## src/rtl/branch_pc_unit_if.sv

```systemverilog
// Instruction-issue bus into the branch/PC unit: opcode, operands, valid/ready
// handshake and the pipeline stall.
interface branch_pc_unit_if #(
   parameter int PC_WIDTH = 32
);
   logic                valid_in;
   logic [3:0]          br_op;
   logic [PC_WIDTH-1:0] offset;
   logic [PC_WIDTH-1:0] reg_val;
   logic                stall;
   logic                ready;

   modport master (
      output valid_in, br_op, offset, reg_val, stall,
      input  ready
   );

   modport slave (
      input  valid_in, br_op, offset, reg_val, stall,
      output ready
   );
endinterface

```

## src/rtl/branch_pc_unit.sv

```systemverilog
// KGP-RISC branch resolution and PC ownership: latches ALU flags, evaluates
// branch conditions on the registered flags, and sequences the 2-cycle branch-and-link.
module branch_pc_unit #(
   parameter int                  PC_WIDTH = 32,
   parameter logic [PC_WIDTH-1:0] RESET_PC = '0
) (
   input  logic                clk,
   input  logic                rst,
   input  logic                flag_we,
   input  logic                carry_in,
   input  logic                zero_in,
   input  logic                sign_in,
   branch_pc_unit_if.slave     bus,
   output logic [PC_WIDTH-1:0] pc_out,
   output logic                taken,
   output logic                link_we,
   output logic [PC_WIDTH-1:0] link_data,
   output logic                misalign
);

   typedef enum logic [1:0] {
      BOOT = 2'd0,
      RUN  = 2'd1,
      LINK = 2'd2
   } state_t;

   localparam logic [3:0] OP_B    = 4'b0001;
   localparam logic [3:0] OP_BR   = 4'b0010;
   localparam logic [3:0] OP_BLTZ = 4'b0011;
   localparam logic [3:0] OP_BZ   = 4'b0100;
   localparam logic [3:0] OP_BNZ  = 4'b0101;
   localparam logic [3:0] OP_BL   = 4'b0110;
   localparam logic [3:0] OP_BCY  = 4'b0111;
   localparam logic [3:0] OP_BNCY = 4'b1000;

   state_t              state;
   logic                c_flag, z_flag, s_flag;
   logic [PC_WIDTH-1:0] raw_target;
   logic [PC_WIDTH-1:0] target;
   logic [PC_WIDTH-1:0] pc_plus4;
   logic                branch_cond;

   // Conditions use the registered flags, so a flag write in the same cycle
   // as a branch is only visible to the following instruction.
   always_comb begin
      raw_target  = (bus.br_op == OP_BR) ? bus.reg_val : pc_out + bus.offset;
      target      = {raw_target[PC_WIDTH-1:2], 2'b00};
      pc_plus4    = pc_out + PC_WIDTH'(4);
      branch_cond = 1'b0;
      case (bus.br_op)
         OP_B, OP_BR, OP_BL: branch_cond = 1'b1;
         OP_BLTZ:            branch_cond = s_flag;
         OP_BZ:              branch_cond = z_flag;
         OP_BNZ:             branch_cond = ~z_flag;
         OP_BCY:             branch_cond = c_flag;
         OP_BNCY:            branch_cond = ~c_flag;
         default:            branch_cond = 1'b0;
      endcase
   end

   always_ff @(posedge clk or negedge rst) begin
      if (!rst) begin
         state     <= BOOT;
         pc_out    <= RESET_PC;
         c_flag    <= 1'b0;
         z_flag    <= 1'b0;
         s_flag    <= 1'b0;
         bus.ready <= 1'b0;
         taken     <= 1'b0;
         link_we   <= 1'b0;
         link_data <= '0;
         misalign  <= 1'b0;
      end else begin
         if (flag_we) begin
            c_flag <= carry_in;
            z_flag <= zero_in;
            s_flag <= sign_in;
         end
         // Stall freezes the sequencer entirely; link_we stays up in LINK until it drops.
         if (!bus.stall) begin
            case (state)
               BOOT: begin
                  state     <= RUN;
                  bus.ready <= 1'b1;
               end
               RUN: begin
                  if (bus.valid_in) begin
                     if (branch_cond) begin
                        pc_out <= target;
                        taken  <= 1'b1;
                        if (raw_target[1:0] != 2'b00) misalign <= 1'b1;
                     end else begin
                        pc_out <= pc_plus4;
                        taken  <= 1'b0;
                     end
                     if (bus.br_op == OP_BL) begin
                        link_data <= pc_plus4;
                        link_we   <= 1'b1;
                        bus.ready <= 1'b0;
                        state     <= LINK;
                     end
                  end else begin
                     taken <= 1'b0;
                  end
               end
               LINK: begin
                  link_we   <= 1'b0;
                  bus.ready <= 1'b1;
                  state     <= RUN;
               end
               default: begin
                  state     <= BOOT;
                  bus.ready <= 1'b0;
                  link_we   <= 1'b0;
               end
            endcase
         end
      end
   end

endmodule

```

## src/flat_wrapper.sv

```systemverilog
// flat-port wrapper written by rule: the top's interface ports become plain ports
module branch_pc_unit_flat 
#(
   parameter int                  PC_WIDTH = 32,
   parameter logic [PC_WIDTH-1:0] RESET_PC = '0
)
  (clk, rst, flag_we, carry_in, zero_in, sign_in, pc_out, taken, link_we, link_data, misalign, bus_valid_in, bus_br_op, bus_offset, bus_reg_val, bus_stall, bus_ready);
  branch_pc_unit_if #(.PC_WIDTH(PC_WIDTH)) bus_i ();
  input  logic clk;
  input  logic rst;
  input  logic flag_we;
  input  logic carry_in;
  input  logic zero_in;
  input  logic sign_in;
  output logic [PC_WIDTH-1:0] pc_out;
  output logic taken;
  output logic link_we;
  output logic [PC_WIDTH-1:0] link_data;
  output logic misalign;
  input wire logic [$bits(bus_i.valid_in)-1:0] bus_valid_in;
  input wire logic [$bits(bus_i.br_op)-1:0] bus_br_op;
  input wire logic [$bits(bus_i.offset)-1:0] bus_offset;
  input wire logic [$bits(bus_i.reg_val)-1:0] bus_reg_val;
  input wire logic [$bits(bus_i.stall)-1:0] bus_stall;
  output wire logic [$bits(bus_i.ready)-1:0] bus_ready;
  assign bus_i.valid_in = bus_valid_in;
  assign bus_i.br_op = bus_br_op;
  assign bus_i.offset = bus_offset;
  assign bus_i.reg_val = bus_reg_val;
  assign bus_i.stall = bus_stall;
  assign bus_ready = bus_i.ready;
  branch_pc_unit #(.PC_WIDTH(PC_WIDTH), .RESET_PC(RESET_PC)) u_core (.clk(clk), .rst(rst), .flag_we(flag_we), .carry_in(carry_in), .zero_in(zero_in), .sign_in(sign_in), .bus(bus_i), .pc_out(pc_out), .taken(taken), .link_we(link_we), .link_data(link_data), .misalign(misalign));
endmodule
```

## config.mk

```make
export PLATFORM = sky130hd
export DESIGN_NAME = branch_pc_unit_flat
export DESIGN_NICKNAME = d
export VERILOG_FILES = /design/src/rtl/branch_pc_unit_if.sv /design/src/rtl/branch_pc_unit.sv /design/src/flat_wrapper.sv
export SDC_FILE = /design/constraint.sdc
export NUM_CORES = 1
export LEC_CHECK = 0
export ABC_AREA = 1
export CAP_MARGIN = 10
export CORE_AREA = 2 2 109 133
export DETAILED_ROUTE_END_ITERATION = 12
export DIE_AREA = 0 0 111 135
export GPL_ROUTABILITY_DRIVEN = 0
export PLACE_DENSITY = 0.77
export SLEW_MARGIN = 15
export SYNTH_ARGS = -nofsm -noshare
export SYNTH_HDL_FRONTEND = slang
export SYNTH_SLANG_ARGS = --single-unit
```

## constraint.sdc

```tcl
create_clock -name clk -period 4.8 [get_ports clk]
set_clock_uncertainty 0.15 [all_clocks]
set_input_delay 0.48 -clock clk [delete_from_list [all_inputs] [get_ports clk]]
set_output_delay 0.48 -clock clk [all_outputs]
set_load 0.05 [all_outputs]
```

==> results.json, run 1 <==
{
  "num_rows": 47,
  "max_freq_ghz": 0.402,
  "root_buffer": "clkbuf_16",
  "drive_gt1_share_pct": 4.75,
  "synth_area_leaders": "dfrtp_1 28%, nand2_1 20%, nor2_1 7.9%, inv_1 7.0%, ha_1 6.2%",
  "numCtsBuffers": 9,
  "worst-path-max-fanout": 41,
  "hpwl_um": 15100,
  "setup_viol": 0,
  "avgSynthCellArea_um2": 6.29,
  "drtIter0Drc": 455,
  "final_util_pct": 57.7,
  "antenna_cells": 0,
  "viasPerCell": 5.23,
  "worst_ep_arrival_time_ps": 2600,
  "worst-r2r-setup-slack_ps": 2350,
  "path_class": "input pin to flip-flop",
  "p_leak_uw": 0.00393,
  "grt_pass1_wl_um": 30600,
  "core-area_mm2": 0.0136,
  "preCtsSetupSlack_ps": 2010,
  "yosys_register_bits": 68,
  "grt_pass1_vias": 6230,
  "grtUsageMet1_pct": 32.9,
  "powerDensity_mw_per_mm2": 680,
  "busiest_layer": "met2",
  "period_needed_ps": 2490,
  "cpMaxStageDelayCell": "clkdlybuf4s50_1",
  "cap_viol_max_count": 0,
  "dp_cells": 1250,
  "area_growth_pct": 29.5,
  "post_cts_buffers": 0,
  "required_ps": 4910,
  "finalHoldViolCount": 0,
  "total_power_uw": 5330,
  "num_vias": 6617,
  "crit_top_cell": "a21oi_1",
  "synth_cells": 962,
  "reg2reg_depth": 11,
  "slew_viol_final": 0,
  "grt_use_met3_pct": 2.96,
  "yosysWarnings": 0,
  "synth_top_cell_by_area": "dfrtp_1",
  "seq_area_frac_synth_pct": 28.1,
  "worst_slack_ps": 2310,
  "final_cells": 1265,
  "synth.top_cell.area_share_pct": 28.1,
  "drc": 0,
  "wire_per_inst_um": 15.0,
  "first_pass_iters": 7,
  "ant_nets": 0,
  "finalCritPeriodShare_pct": 51.8,
  "clk_pin_slew_worst_paths_ps": 50,
  "grt_usage_pct": 25.3,
  "synth_area_mm2": 0.00605,
  "drt-total-wl_um": 19000,
  "fillCellCount": 1302,
  "maxSlewHeadroom_pct": 41.0,
  "die_width_um": 111,
  "dieArea_mm2": 0.0150,
  "cts_max_level": 3,
  "outcome": "completed",
  "cpPeakStageDelay_ps": 540,
  "port_buffers": 139,
  "clk_path_buf_depth": 2,
  "holdCritPathClass": "input pin to asynchronous set/reset pin",
  "grtUsageMet2_pct": 42.7,
  "ctsHoldBuffers": 0,
  "fin_setup_tns_ps": 0,
  "grt_max_degree": 69,
  "ioPinCount": 144,
  "numClockSinks": 68,
  "cts_tree": "built",
  "cts_resized": 0,
  "ys_types": 42,
  "cp-start-kind": "input pin",
  "ir_drop_v": 0.000402,
  "final_nets": 1196,
  "cp_cell_sequence": "clkdlybuf4s50_1, inv_2, nand2_1, o21ai_1, a21oi_1, o21ai_2, buf_4, inv_2, a21oi_1, a21oi_1",
  "rsz0062_at_grt": "false",
  "grt.overflow.total": 0,
  "end_kind": "flip-flop",
  "antenna_found_initial": 0,
  "clk_latency_ps": 330,
  "worst_pin_slew_ps": 885,
  "initial_core_util_pct": 44.6,
  "die_h_um": 135
}
-- through the flow --
stage | hold slack, ps | cell area, µm²
2_1_floorplan | 34.4 | 6060
3_3_place_gp | 300 | 7560
3_5_place_dp | 307 | 7560
4_1_cts | 223 | 7840
5_1_grt | 266 | 7840
6_report | 180 | 7840
-- where the power goes --
part           internal, µW  switching [µW]
Combinational          1190            2320
Sequential              805             381
Clock                   412             227
Total                  2410            2920
-- routing by layer --
metal | wire (µm) | share of wire (%) | vias up
li1 | - | - | 3302
met5 | 0 | 0 | -
met3 | 1200 | 6.3 | 46
met4 | 640 | 3.4 | 0
met2 | 9110 | 48 | 274
met1 | 8010 | 42 | 2995
-- synthesized netlist by cell type, drive strengths merged --
master and number:
or2 2, mux2 1, o211ai 10, a31o 1, ha 30, nand2 315, nand3b 5, clkbuf 11
nand3 50, conb 1, o22a 1, a31oi 3, o21bai 4, nand4 10, buf 19, a22oi 1
nor2 135, o21ai 44, a21o 1, xor2 26, a211oi 1, nor3b 1, a21oi 68, nor3 19
o21a 1, and2 1, xnor2 14, dfrtp 68, inv 119
-- logic make-up after synthesis --
group | count (synthesis) | synth area share (%)
AO/OA/AOI/OAI | 135 | 12.4
multiplexers | 1 | 0.186
AND/OR/NAND/NOR | 538 | 37.0
XOR/XNOR | 40 | 6.16
flip-flops | 68 | 28.1
adder cells (fa/ha/maj) | 30 | 6.20
buffers and inverters | 149 | 9.84
other | 1 | 0.0619
-- flip-flops by register name, indices dropped and copies added (netlist names) --
signal	cells
u_core.pc_out	30
u_core.link_data	30
u_core.c_flag	1
u_core.z_flag	1
u_core.state	1
u_core.bus.ready	1
u_core.link_we	1
u_core.taken	1
u_core.misalign	1
u_core.s_flag	1
-- worst max-delay path, delay by kind of cell --
family	cells	cell delay (ps)
compound gates	5	650
buf+inv	4	1350
simple gates	1	80
-- cells in the final DEF (no fill, tap or decap), types with 5 or more instances in the layout --
cell,instances
xor2_1,26
nand3_1,47
o211ai_1,10
clkdlybuf4s50_1,138
nor3_2,5
ha_1,30
a21oi_1,66
clkbuf_16,9
nor2_2,7
xnor2_1,11
buf_4,5
nand3b_1,5
nor3_1,13
nor2_1,127
o21ai_1,6
inv_1,113
inv_2,6
o21ai_0,35
dfrtp_1,68
nand4_1,10
nand2_1,315
-- worst paths after layout --
check / start / end
max: bus_br_op[3] / u_core.pc_out[22]$_DFFE_PN0P_
min: rst / u_core.pc_out[3]$_DFFE_PN0P_
max reg2reg: u_core.pc_out[25]$_DFFE_PN0P_ / u_core.pc_out[26]$_DFFE_PN0P_
min reg2reg: u_core.misalign$_DFFE_PN0P_ / u_core.misalign$_DFFE_PN0P_
max in group asynchronous: rst / u_core.pc_out[16]$_DFFE_PN0P_
min in group clk: u_core.misalign$_DFFE_PN0P_ / u_core.misalign$_DFFE_PN0P_
-- area by class of cell --
class,count,area (µm²),area share (%)
Timing Repair Buffer,144,1420,18.2
Sequential cell,68,1700,21.7
Inverter,119,447,5.70
Multi-Input combinational cell,748,3770,48.1
Tap cell,171,214,2.73
Clock buffer,13,250,3.19
Clock inverter,2,35.0,0.447
No activity file was read; power rests on OpenSTA's default activity.
==> run 2: changes to the inputs <==
--- a/config.mk
+++ b/config.mk
@@ -11,7 +11,7 @@
 export DETAILED_ROUTE_END_ITERATION = 12
 export DIE_AREA = 0 0 111 135
 export GPL_ROUTABILITY_DRIVEN = 0
-export PLACE_DENSITY = 0.77
+export PLACE_DENSITY = 0.8
 export SLEW_MARGIN = 15
 export SYNTH_ARGS = -nofsm -noshare
 export SYNTH_HDL_FRONTEND = slang
==> constraint.sdc (replaced) <==
create_clock -name clk -period 2.01 [get_ports clk]
set_clock_uncertainty 0.15 [all_clocks]
set_input_delay 0.201 -clock clk [delete_from_list [all_inputs] [get_ports clk]]
set_output_delay 0.201 -clock clk [all_outputs]
set_load 0.05 [all_outputs]
==> results.json, run 2 (synthesized netlist as in run 1, its figures left out) <==
{
  "outcome": "finished, violations left",
  "violations": "setup timing",
  "numCtsBuffers": 9,
  "die_width_um": 111,
  "cts_max_level": 3,
  "grt.overflow.total": 0,
  "wire_per_inst_um": 17.1,
  "clk_pin_slew_worst_paths_ps": 60,
  "slew_viol_final": 0,
  "powerDensity_mw_per_mm2": 1670,
  "clk_latency_ps": 340,
  "seq_power_share_pct": 15.6,
  "area_growth_pct": 61.5,
  "port_buffers": 139,
  "worst_slack_ps": -148,
  "cts_tree": "built",
  "core-area_mm2": 0.0136,
  "antenna_cells": 0,
  "total_power_uw": 16300,
  "grt_max_degree": 69,
  "p_sw_uw": 8590,
  "worst-path-max-fanout": 4,
  "hpwl_um": 16800,
  "p_clk_share_pct": 9.9,
  "drtIter0Drc": 712,
  "end_kind": "flip-flop",
  "fin_setup_tns_ps": -1480,
  "num_rows": 47,
  "viasPerCell": 5.49,
  "drt-total-wl_um": 23700,
  "holdCritPathClass": "input pin to asynchronous set/reset pin",
  "setup_viol": 21,
  "path_depth": 12,
  "period_needed_ps": 2160,
  "netSwitchingFraction_pct": 52.6,
  "final_cell_mix": "258 x nand2_1, 136 x buf_4, 109 x inv_1",
  "reg.largest.list": "u_core.link_data (30), u_core.pc_out (30)",
  "final_cells": 1385,
  "worst_ep_arrival_time_ps": 2260,
  "numClockSinks": 68,
  "cp-start-kind": "flip-flop",
  "cpMaxStageDelayCell": "dfrtp_2",
  "share_comb_of_total_power_pct": 74.5,
  "clk_path_buf_depth": 2,
  "maxSlewHeadroom_pct": 63.6,
  "grt_pass1_wl_um": 34900,
  "max_freq_ghz": 0.463,
  "ir_drop_v": 0.00117,
  "worst_pin_slew_ps": 544,
  "grt_usage_pct": 28.9,
  "final_nets": 1315,
  "hold_ws_ps": 248,
  "ioPinCount": 144,
  "grt_pass1_vias": 7194,
  "first_pass_iters": 7,
  "rsz0062_at_grt": "true",
  "finalHoldViolCount": 0,
  "crit_top_cell": "nand2_1",
  "num_vias": 7602,
  "die_h_um": 135,
  "antenna_found_initial": 0,
  "p_int_uw": 7750,
  "p_leak_uw": 0.00474,
  "root_buffer": "clkbuf_16",
  "required_ps": 2120,
  "cpPeakStageDelay_ps": 440,
  "path_buf_inv": 1,
  "dp_cells": 1355,
  "drc": 0,
  "ant_nets": 0,
  "dieArea_mm2": 0.0150,
  "cp_top_family": "simple AND/OR/NAND/NOR gates",
  "design_area_mm2": 0.00978,
  "drive_gt1_share_pct": 32.0,
  "layout_commonest_cell": "nand2_1",
  "cp_cell_sequence": "ha_4, nand2_1, nand2_1, inv_1, nand3_2, nand2_1, nand2_2, nand2_1, nand4_1, nand3_1, nand2_1, a21oi_1",
  "r2r_start": "u_core.pc_out[7]$_DFFE_PN0P_",
  "path_class": "flip-flop to flip-flop",
  "cap_viol_max_count": 0,
  "place_area_mm2": 0.00856,
  "cp-startpoint": "u_core.pc_out[7]$_DFFE_PN0P_",
  "finalCritPeriodShare_pct": 107,
  "reg2reg_depth": 12,
  "initial_core_util_pct": 44.6
}
==> run 2: changes by cell type in the layout (fill, tap and decap cells not counted), sizes merged <==
cell           delta
buf             +145
clkdlybuf4s50    -32
clkbuf            -3
dlymetal6s2s      +3
clkinv            +2
clkinvlp          +2
dlygate4sd2       +2
dlygate4sd3       +1
==> run 2: final timing paths <==
kind / slack, ps / endpoint
max reg2reg: -150 / u_core.pc_out[28]$_DFFE_PN0P_
min: 250 / u_core.misalign$_DFFE_PN0P_
min reg2reg: 330 / u_core.link_data[22]$_DFFE_PN0P_
min in group clk: 280 / u_core.c_flag$_DFFE_PN0P_
max in group asynchronous: 1090 / u_core.pc_out[16]$_DFFE_PN0P_
max: -150 / u_core.pc_out[28]$_DFFE_PN0P_
==> run 2: metal layers <==
layer / vias to the layer above / global-route usage, % / part of all wire, %
met3: 107 / 2.87 / 6.9
met1: 3540 / 36.4 / 38
met2: 409 / 49.9 / 49
li1: 3546 / - / -
met5: - / 0 / 0
met4: 0 / 14.2 / 5.5
==> run 2: what timing repair did <==
item,CTS,global route
hold buffers,1,0
buffers inserted,4,9
pin swaps,13,71
hold endpoints to repair,68,0
endpoints found under the setup margin,23,36
gates resized for setup,62,135
==> run 2: power by group through the flow <==
stage          clock (µW)  combinational, µW  sequential (µW)
6_report             1620              12200             2550
5_1_grt              1690              12900             2600
4_1_cts              1620              10600             2500
3_5_place_dp            0              10100             2490
3_3_place_gp            0              10000             2470
2_1_floorplan           0               4170             4560
==> run 2: final cells by class <==
cell class | instances | area, µm²
timing repair buffer | 263 | 2370
tap | 171 | 214
multi-input combinational | 748 | 4700
inverter | 119 | 447
clock inverter | 6 | 63.8
sequential | 68 | 1740
fill | 955 | 3810
clock buffer | 10 | 239
==> run 2: tightest hold or removal path, cell delays in order <==
cell	delay (ps)
dlygate4sd3_1	520
buf_2	120
buf_12	310
==> run 2: stage by stage <==
step           setup slack, ps  util [%]
2_1_floorplan            -16.4         -
3_3_place_gp              -367      63.0
3_5_place_dp              -413      63.0
4_1_cts                  -9.72      67.5
5_1_grt                   -231      72.0
6_report                  -148      72.0
